<file path="config.mk">
export PLATFORM = sky130hd
export DESIGN_NAME = poly_mac_engine
export DESIGN_NICKNAME = d
export VERILOG_FILES = /design/src/rtl/poly_mac_engine.sv
export SDC_FILE = /design/constraint.sdc
export NUM_CORES = 2
export LEC_CHECK = 0
export BUFFER_PORTS_ARGS = -buffer_cell sky130_fd_sc_hd__buf_2
export CAP_MARGIN = 20
export CORE_ASPECT_RATIO = 0.6
export CORE_MARGIN = 3
export CORE_UTILIZATION = 60
export CTS_CLUSTER_SIZE = 24
export DETAILED_ROUTE_END_ITERATION = 10
export GPL_ROUTABILITY_DRIVEN = 0
export PLACE_DENSITY = 0.76
export SLEW_MARGIN = 20
export SYNTH_ARGS = -nofsm -noshare
export SYNTH_HDL_FRONTEND = slang
export SYNTH_SLANG_ARGS = --single-unit
</file>
<file path="constraint.sdc">
create_clock -name clk -period 8 [get_ports clk]
set_input_delay 0 -clock clk [delete_from_list [all_inputs] [get_ports clk]]
set_output_delay 0 -clock clk [all_outputs]
set_load 0.01 [all_outputs]
</file>
<file path="src/rtl/poly_mac_engine.sv">
//-----------------------------------------------------------------------------
// poly_mac_engine
//
// Self-sequencing multiply-accumulate engine for a polyphase decimating FIR.
// The engine owns a TAPS-deep sample ring and a TAPS-deep coefficient RAM.
// Samples arrive over a valid/ready handshake. After every DECIM accepted
// samples it runs one full convolution over the ring, then rounds and
// saturates the accumulator into a signed OUT_SIZE result. The result is
// offered over a valid/ready handshake.
//
// Ports
//   clk      : clock, all logic on the rising edge
//   nrst     : asynchronous active-low reset
//   flush    : single-cycle request in IDLE to zero the sample history
//   c_we     : coefficient write strobe (honoured in IDLE only)
//   c_addr   : coefficient index, 0 multiplies the newest sample
//   c_din    : coefficient data
//   c_busy   : high whenever the engine is not in IDLE
//   s_din    : input sample
//   s_valid  : input sample valid
//   s_ready  : engine can take a sample this cycle
//   y_dout   : rounded and saturated filter output
//   y_sat    : y_dout was clipped
//   y_valid  : output valid
//   y_ready  : downstream accepts the output
//-----------------------------------------------------------------------------
`timescale 1ns/1ps

module poly_mac_engine #(
   parameter int TAPS        = 43,
   parameter int SAMPLE_SIZE = 16,
   parameter int COEFF_SIZE  = 16,
   parameter int DECIM       = 4,
   parameter int OUT_SHIFT   = 15,
   parameter int OUT_SIZE    = 16
) (
   input  logic                          clk,
   input  logic                          nrst,
   input  logic                          flush,
   input  logic                          c_we,
   input  logic [$clog2(TAPS)-1:0]       c_addr,
   input  logic signed [COEFF_SIZE-1:0]  c_din,
   output logic                          c_busy,
   input  logic signed [SAMPLE_SIZE-1:0] s_din,
   input  logic                          s_valid,
   output logic                          s_ready,
   output logic signed [OUT_SIZE-1:0]    y_dout,
   output logic                          y_sat,
   output logic                          y_valid,
   input  logic                          y_ready
);

   localparam int AW   = $clog2(TAPS);
   localparam int PHW  = (DECIM > 1) ? $clog2(DECIM) : 1;
   localparam int PW   = SAMPLE_SIZE + COEFF_SIZE;
   localparam int ACCW = PW + AW;
   localparam int RW   = ACCW + 1;

   localparam logic [AW-1:0]  LAST_ADDR = AW'(TAPS - 1);
   localparam logic [PHW-1:0] LAST_PH   = PHW'(DECIM - 1);

   localparam logic signed [RW-1:0] RND  = RW'(1) << (OUT_SHIFT - 1);
   localparam logic signed [RW-1:0] OMAX = {{(RW - OUT_SIZE + 1){1'b0}}, {(OUT_SIZE - 1){1'b1}}};
   localparam logic signed [RW-1:0] OMIN = {{(RW - OUT_SIZE + 1){1'b1}}, {(OUT_SIZE - 1){1'b0}}};

   typedef enum logic [2:0] {
      ST_CLR,
      ST_IDLE,
      ST_MAC,
      ST_DRAIN,
      ST_ROUND,
      ST_OUT
   } state_t;

   state_t r_state;
   state_t w_stateNext;

   logic [AW-1:0]  r_clrCnt;
   logic [AW-1:0]  r_wp;
   logic [AW-1:0]  r_rp;
   logic [AW-1:0]  r_k;
   logic [PHW-1:0] r_ph;

   logic signed [ACCW-1:0]     r_acc;
   logic signed [OUT_SIZE-1:0] r_yDout;
   logic                       r_ySat;
   logic                       r_yValid;

   logic signed [SAMPLE_SIZE-1:0] r_sampleMem [TAPS];
   logic signed [COEFF_SIZE-1:0]  r_coeffMem  [TAPS];
   logic signed [SAMPLE_SIZE-1:0] r_sRd;
   logic signed [COEFF_SIZE-1:0]  r_cRd;

   logic                          w_accept;
   logic                          w_phaseEnd;
   logic                          w_cWrite;
   logic                          w_sWe;
   logic [AW-1:0]                 w_sWaddr;
   logic signed [SAMPLE_SIZE-1:0] w_sWdata;

   logic signed [PW-1:0]       w_prod;
   logic signed [ACCW-1:0]     w_prodExt;
   logic signed [RW-1:0]       w_accExt;
   logic signed [RW-1:0]       w_sum;
   logic signed [RW-1:0]       w_shifted;
   logic                       w_satHi;
   logic                       w_satLo;
   logic signed [OUT_SIZE-1:0] w_yNext;

   // A sample is taken only in IDLE and only when no flush is pending in the
   // same cycle; flush always has priority over a simultaneous sample.
   always_comb begin
      w_accept   = (r_state == ST_IDLE) && s_valid && !flush;
      w_phaseEnd = w_accept && (r_ph == LAST_PH);
      w_cWrite   = (r_state == ST_IDLE) && c_we;
   end

   // The sample ring has a single write port shared by the clear sweep and
   // by accepted samples; the two never happen in the same state.
   always_comb begin
      w_sWe    = 1'b0;
      w_sWaddr = r_wp;
      w_sWdata = s_din;
      if (r_state == ST_CLR) begin
         w_sWe    = 1'b1;
         w_sWaddr = r_clrCnt;
         w_sWdata = '0;
      end else if (w_accept) begin
         w_sWe    = 1'b1;
         w_sWaddr = r_wp;
         w_sWdata = s_din;
      end
   end

   // Both RAMs have a registered read port. The read address for the ring is
   // a down-counting pointer starting at the newest sample, and the
   // coefficient address is the tap index, so the product of tap k lines up
   // one cycle after tap k is issued. A sample written on one edge is visible
   // to a read on the next edge, so no bypass is needed.
   always_ff @(posedge clk) begin
      if (w_sWe) begin
         r_sampleMem[w_sWaddr] <= w_sWdata;
      end
      if (w_cWrite) begin
         r_coeffMem[c_addr] <= c_din;
      end
      r_sRd <= r_sampleMem[r_rp];
      r_cRd <= r_coeffMem[r_k];
   end

   // Full-precision product, sign-extended to the accumulator width. The
   // accumulator carries clog2(TAPS) guard bits so a full convolution of
   // extreme values cannot wrap.
   always_comb begin
      w_prod    = PW'(r_sRd) * PW'(r_cRd);
      w_prodExt = {{AW{w_prod[PW-1]}}, w_prod};
   end

   // Round half up by adding half an LSB of the output scale, then
   // arithmetic shift. One extra bit keeps the rounding add from wrapping.
   // Anything outside the signed OUT_SIZE range is clamped and flagged.
   always_comb begin
      w_accExt  = {r_acc[ACCW-1], r_acc};
      w_sum     = w_accExt + RND;
      w_shifted = w_sum >>> OUT_SHIFT;
      w_satHi   = w_shifted > OMAX;
      w_satLo   = w_shifted < OMIN;
      w_yNext   = w_shifted[OUT_SIZE-1:0];
      if (w_satHi) begin
         w_yNext = OMAX[OUT_SIZE-1:0];
      end else if (w_satLo) begin
         w_yNext = OMIN[OUT_SIZE-1:0];
      end
   end

   // State register. Reset always lands in CLR so the history is zeroed
   // before any sample is taken.
   always_ff @(posedge clk or negedge nrst) begin
      if (!nrst) begin
         r_state <= ST_CLR;
      end else begin
         r_state <= w_stateNext;
      end
   end

   // Next-state logic: clear sweep, wait for a full phase of samples, run
   // TAPS MAC cycles, one drain cycle for the last product, one rounding
   // cycle, then hold the result until it is taken.
   always_comb begin
      w_stateNext = r_state;
      case (r_state)
         ST_CLR: begin
            if (r_clrCnt == LAST_ADDR) begin
               w_stateNext = ST_IDLE;
            end
         end
         ST_IDLE: begin
            if (flush) begin
               w_stateNext = ST_CLR;
            end else if (w_phaseEnd) begin
               w_stateNext = ST_MAC;
            end
         end
         ST_MAC: begin
            if (r_k == LAST_ADDR) begin
               w_stateNext = ST_DRAIN;
            end
         end
         ST_DRAIN: begin
            w_stateNext = ST_ROUND;
         end
         ST_ROUND: begin
            w_stateNext = ST_OUT;
         end
         ST_OUT: begin
            if (y_ready) begin
               w_stateNext = ST_IDLE;
            end
         end
         default: begin
            w_stateNext = ST_CLR;
         end
      endcase
   end

   // Datapath registers. Pointers and the phase counter only move in IDLE;
   // the accumulator is cleared on the sample that completes a phase and
   // skips the first MAC cycle because the RAM read for tap 0 is still in
   // flight. y_valid is cleared asynchronously by reset so a result cut off
   // by reset is never presented.
   always_ff @(posedge clk or negedge nrst) begin
      if (!nrst) begin
         r_clrCnt <= '0;
         r_wp     <= '0;
         r_rp     <= '0;
         r_k      <= '0;
         r_ph     <= '0;
         r_acc    <= '0;
         r_yDout  <= '0;
         r_ySat   <= 1'b0;
         r_yValid <= 1'b0;
      end else begin
         case (r_state)
            ST_CLR: begin
               r_clrCnt <= (r_clrCnt == LAST_ADDR) ? '0 : r_clrCnt + AW'(1);
            end
            ST_IDLE: begin
               if (flush) begin
                  r_wp     <= '0;
                  r_ph     <= '0;
                  r_clrCnt <= '0;
               end else if (w_accept) begin
                  r_wp <= (r_wp == LAST_ADDR) ? '0 : r_wp + AW'(1);
                  r_rp <= r_wp;
                  if (r_ph == LAST_PH) begin
                     r_ph  <= '0;
                     r_acc <= '0;
                     r_k   <= '0;
                  end else begin
                     r_ph <= r_ph + PHW'(1);
                  end
               end
            end
            ST_MAC: begin
               if (r_k != '0) begin
                  r_acc <= r_acc + w_prodExt;
               end
               if (r_k != LAST_ADDR) begin
                  r_k <= r_k + AW'(1);
               end
               r_rp <= (r_rp == '0) ? LAST_ADDR : r_rp - AW'(1);
            end
            ST_DRAIN: begin
               r_acc <= r_acc + w_prodExt;
            end
            ST_ROUND: begin
               r_yDout  <= w_yNext;
               r_ySat   <= w_satHi || w_satLo;
               r_yValid <= 1'b1;
            end
            ST_OUT: begin
               if (y_ready) begin
                  r_yValid <= 1'b0;
               end
            end
            default: begin
               r_yValid <= 1'b0;
            end
         endcase
      end
   end

   // Handshake outputs follow the state directly so they drop with reset.
   always_comb begin
      c_busy  = (r_state != ST_IDLE);
      s_ready = (r_state == ST_IDLE);
      y_dout  = r_yDout;
      y_sat   = r_ySat;
      y_valid = r_yValid;
   end

endmodule

</file>
==> metrics.txt <==
Final Critical Period=roughly 7.1 ns; # DRC=0; Synth area leaders=edfxtp_1, mux4_2, fa_1, dfrtp_1, ha_1; share of the synthesized area in the top cell type=approximately three fifths; clock-pin slew on the worst setup and hold paths=0.07 ns; Worst Setup End Kind=register; crit start category=register; MaxCap Viol Count=0; CP arrival=a little under 8 ns; HPWL Detailed=103,200 um; count of mapped cells out of synthesis=4,069; EDFF count, synth=approximately 1,400; RSZ-0062 raised after global routing=false; fin crit share=between 80% and 90%; routed via count=37,600; die area=120,800 um^2; Die Y=roughly 270 um; Rows=96; Async SR Flop Fraction=5.693%; Ys Warns=0; kind of critical path=register to register; Die Wd=~450 um; Seq/Total Area, Yosys=a little over three fifths; r2r worst-path depth=21; R2R setup slack=approximately 0.86 ns; outcome=finished, final reports clean; HP Class=input pin to register; Synth Cell Area=69,900 um^2; Syn Nets=approximately 4,600; CTS tree=built; clock buffer depth=3; Pre-Repair DR Iteration Count=5; Buffers on Ports=between 60 and 70; Finish-stage setup viols=0; total wire length=166,000 um; count of cell types in the netlist=74; Post-synth top flop=edfxtp_1; DR WL/cell=around 28 um; antenna viol nets, final=0; share of cells above drive strength 1=roughly a fifth; antenna violations before repair=8; Worst R2R End=r_acc[37]$_DFFE_PN0P_; fin nets=roughly 4,700; first-pass GRT wire length=between 200,000 and 300,000 um; setup TNS=0 ns; worst hold start=c_addr[4]; final hold violations=0; clk_lat worst skew=~0.78 ns; leading area contributor after synthesis=edfxtp_1; largest net degree at the start of global routing=between 100 and 150; Max Fanout on Critical Path=16; Syn Area/Cell=17.18 um^2; most frequent cell on the critical path=inv_1; clk root buf=clkbuf_16; clk sinks=between 1,000 and 1,500; most frequent cell after synthesis=edfxtp_1; grt ovf=0; Crit path required time=about 8.6 ns; max incr delay on CP=0.90 ns; Core Area=about 110,000 um^2; Final Max Tran Viols=0; CTS buffer count=roughly 130; worst r2r src=r_cRd[1]$_DFF_P_; initial DRC count=4,795; fmax=roughly 140 MHz; Clock Skews=roughly 0.044 ns; CP Cell Sequence=nand2_1, inv_1, fa_2, fa_1, inv_1, fa_1, fa_1, inv_1, fa_1, inv_1, fa_1, inv_1, ha_1, nand4_1, inv_1, a221oi_1, nor2_1, a21oi_1, a41oi_1, or3_1, a32o_1; #FFs+latches synth=between 1,000 and 1,500; slowest stage cell on the critical path=fa_1; layout overhead on the synthesized area=10.69%; H-tree levels=4; Initial Util=between 60% and 70%; Worst-Margin Slew=1.140 ns; top cell types by occurrence after synthesis=edfxtp_1, mux4_2, inv_1; number of post-CTS setup repair buffers=0; relative slew slack=23.93%; Tot GR Track Use=about 28%; vias in the first global route=37,870; I/O pins=64; Vias/cell=roughly 6.4; WHS Endpoint=r_coeffMem[32][8]$_DFFE_PP_; hold depth=3
## cells by family (layout without fill, tap and decap cells)
group	count (synthesis)	in the layout	share of synthesized area, %
buffers and inverters	574	847	3.190
XOR/XNOR	58	58	0.7268
AO/OA/AOI/OAI	322	322	3.106
flip-flops	1493	1493	63.08
other	0	5	0
adder cells (fa/ha/maj)	444	444	11.41
AND/OR/NAND/NOR	721	721	4.925
multiplexers	457	457	13.57
## cell usage in the layout (no fill, tap or decap), types with 19 or more instances in the layout
cell	instances
edfxtp_1	1376
mux4_2	389
inv_1	382
fa_1	321
nand2_1	286
and2_1	135
clkbuf_16	134
ha_1	122
buf_4	113
nor2_1	101
dfrtp_1	77
a21oi_1	73
o21ai_0	62
buf_2	62
nor2_2	51
dlygate4sd3_1	43
mux2_2	35
mux2i_1	33
dfxtp_1	32
xor2_1	29
xnor2_1	29
nand3_1	28
clkinv_1	25
a22o_1	23
clkbuf_1	22
nor2b_1	19
o22a_1	19
## layer usage
metal  routed length [um]  GRT usage, %
met1                70030         45.40
met2                71100         38.68
met3                20980         8.491
met4                 3841         7.138
met5                   13             0
## flip-flops by register name, indices dropped and copies added (netlist names)
| signal | cells |
|---|---|
| r_k | 6 |
| r_state | 3 |
| y_valid | 1 |
| r_clrCnt | 6 |
| r_ph | 2 |
| r_coeffMem | 688 |
| r_sampleMem | 688 |
| y_sat | 1 |
| r_wp | 6 |
| r_rp | 6 |
| r_acc | 38 |
| y_dout | 16 |
| r_sRd | 16 |
| r_cRd | 16 |
## worst max-delay path, delay by kind of cell, from the launching register on
family	cells	cell delay, ns
adders and majority gates	7	3.94
AOI/OAI and AO/OA	4	1.07
DFF	1	0.63
buffers and inverters	6	0.52
and+or+nand+nor	4	0.86
## through the flow
step           instances  instance area [um^2]  hold slack [ns]  worst slack (ns)  utilization (%)
3_3_place_gp        5577                 72410          0.03968             1.182            63.00
2_1_floorplan       4069                 69900          -0.2956             1.648                -
3_5_place_dp        5577                 72420          0.03924            0.9393            63.00
5_1_grt             5862                 77360         0.001735            0.5215            67.29
4_1_cts             5858                 77280         0.001247            0.8824            67.23
6_report            5866                 77370         0.008214            0.8623            67.30
## worst max path at each step
stage	startpoint	endpoint	slack, ns	depth (start not counted)
3_3_place_gp	r_cRd[1]$_DFF_P_	r_acc[37]$_DFFE_PN0P_	1.18	21
6_report	r_cRd[1]$_DFF_P_	r_acc[37]$_DFFE_PN0P_	0.86	21
5_1_grt	r_cRd[1]$_DFF_P_	r_acc[37]$_DFFE_PN0P_	0.52	21
2_1_floorplan	r_cRd[1]$_DFF_P_	r_acc[37]$_DFFE_PN0P_	1.65	21
4_1_cts	r_cRd[1]$_DFF_P_	r_acc[37]$_DFFE_PN0P_	0.88	21
3_5_place_dp	r_cRd[1]$_DFF_P_	r_acc[37]$_DFFE_PN0P_	0.94	21
## layout make-up
| class | count | area, um^2 |
|---|---|---|
| diodes | 5 | 12.51 |
| clock buffers | 157 | 3450 |
| clock inverters | 80 | 950.9 |
| fillers | 7270 | 37580 |
| inverters | 384 | 1441 |
| multi-input cells | 2002 | 23760 |
| flip-flops and latches | 1493 | 44120 |
| well taps | 1519 | 1901 |
| repair buffers | 226 | 1738 |
## what timing repair did
| item | 4_1_cts | 5_1_grt |
|---|---|---|
| hold buffers | 44 | 0 |
| resized for setup | 0 | 0 |
| setup endpoints to repair | 0 | 0 |
| hold endpoints to repair | 1450 | 0 |
Power is left out: the tool's default activity adds up to more than one toggle a clock period on the data nets, which glitch-free logic cannot reach.
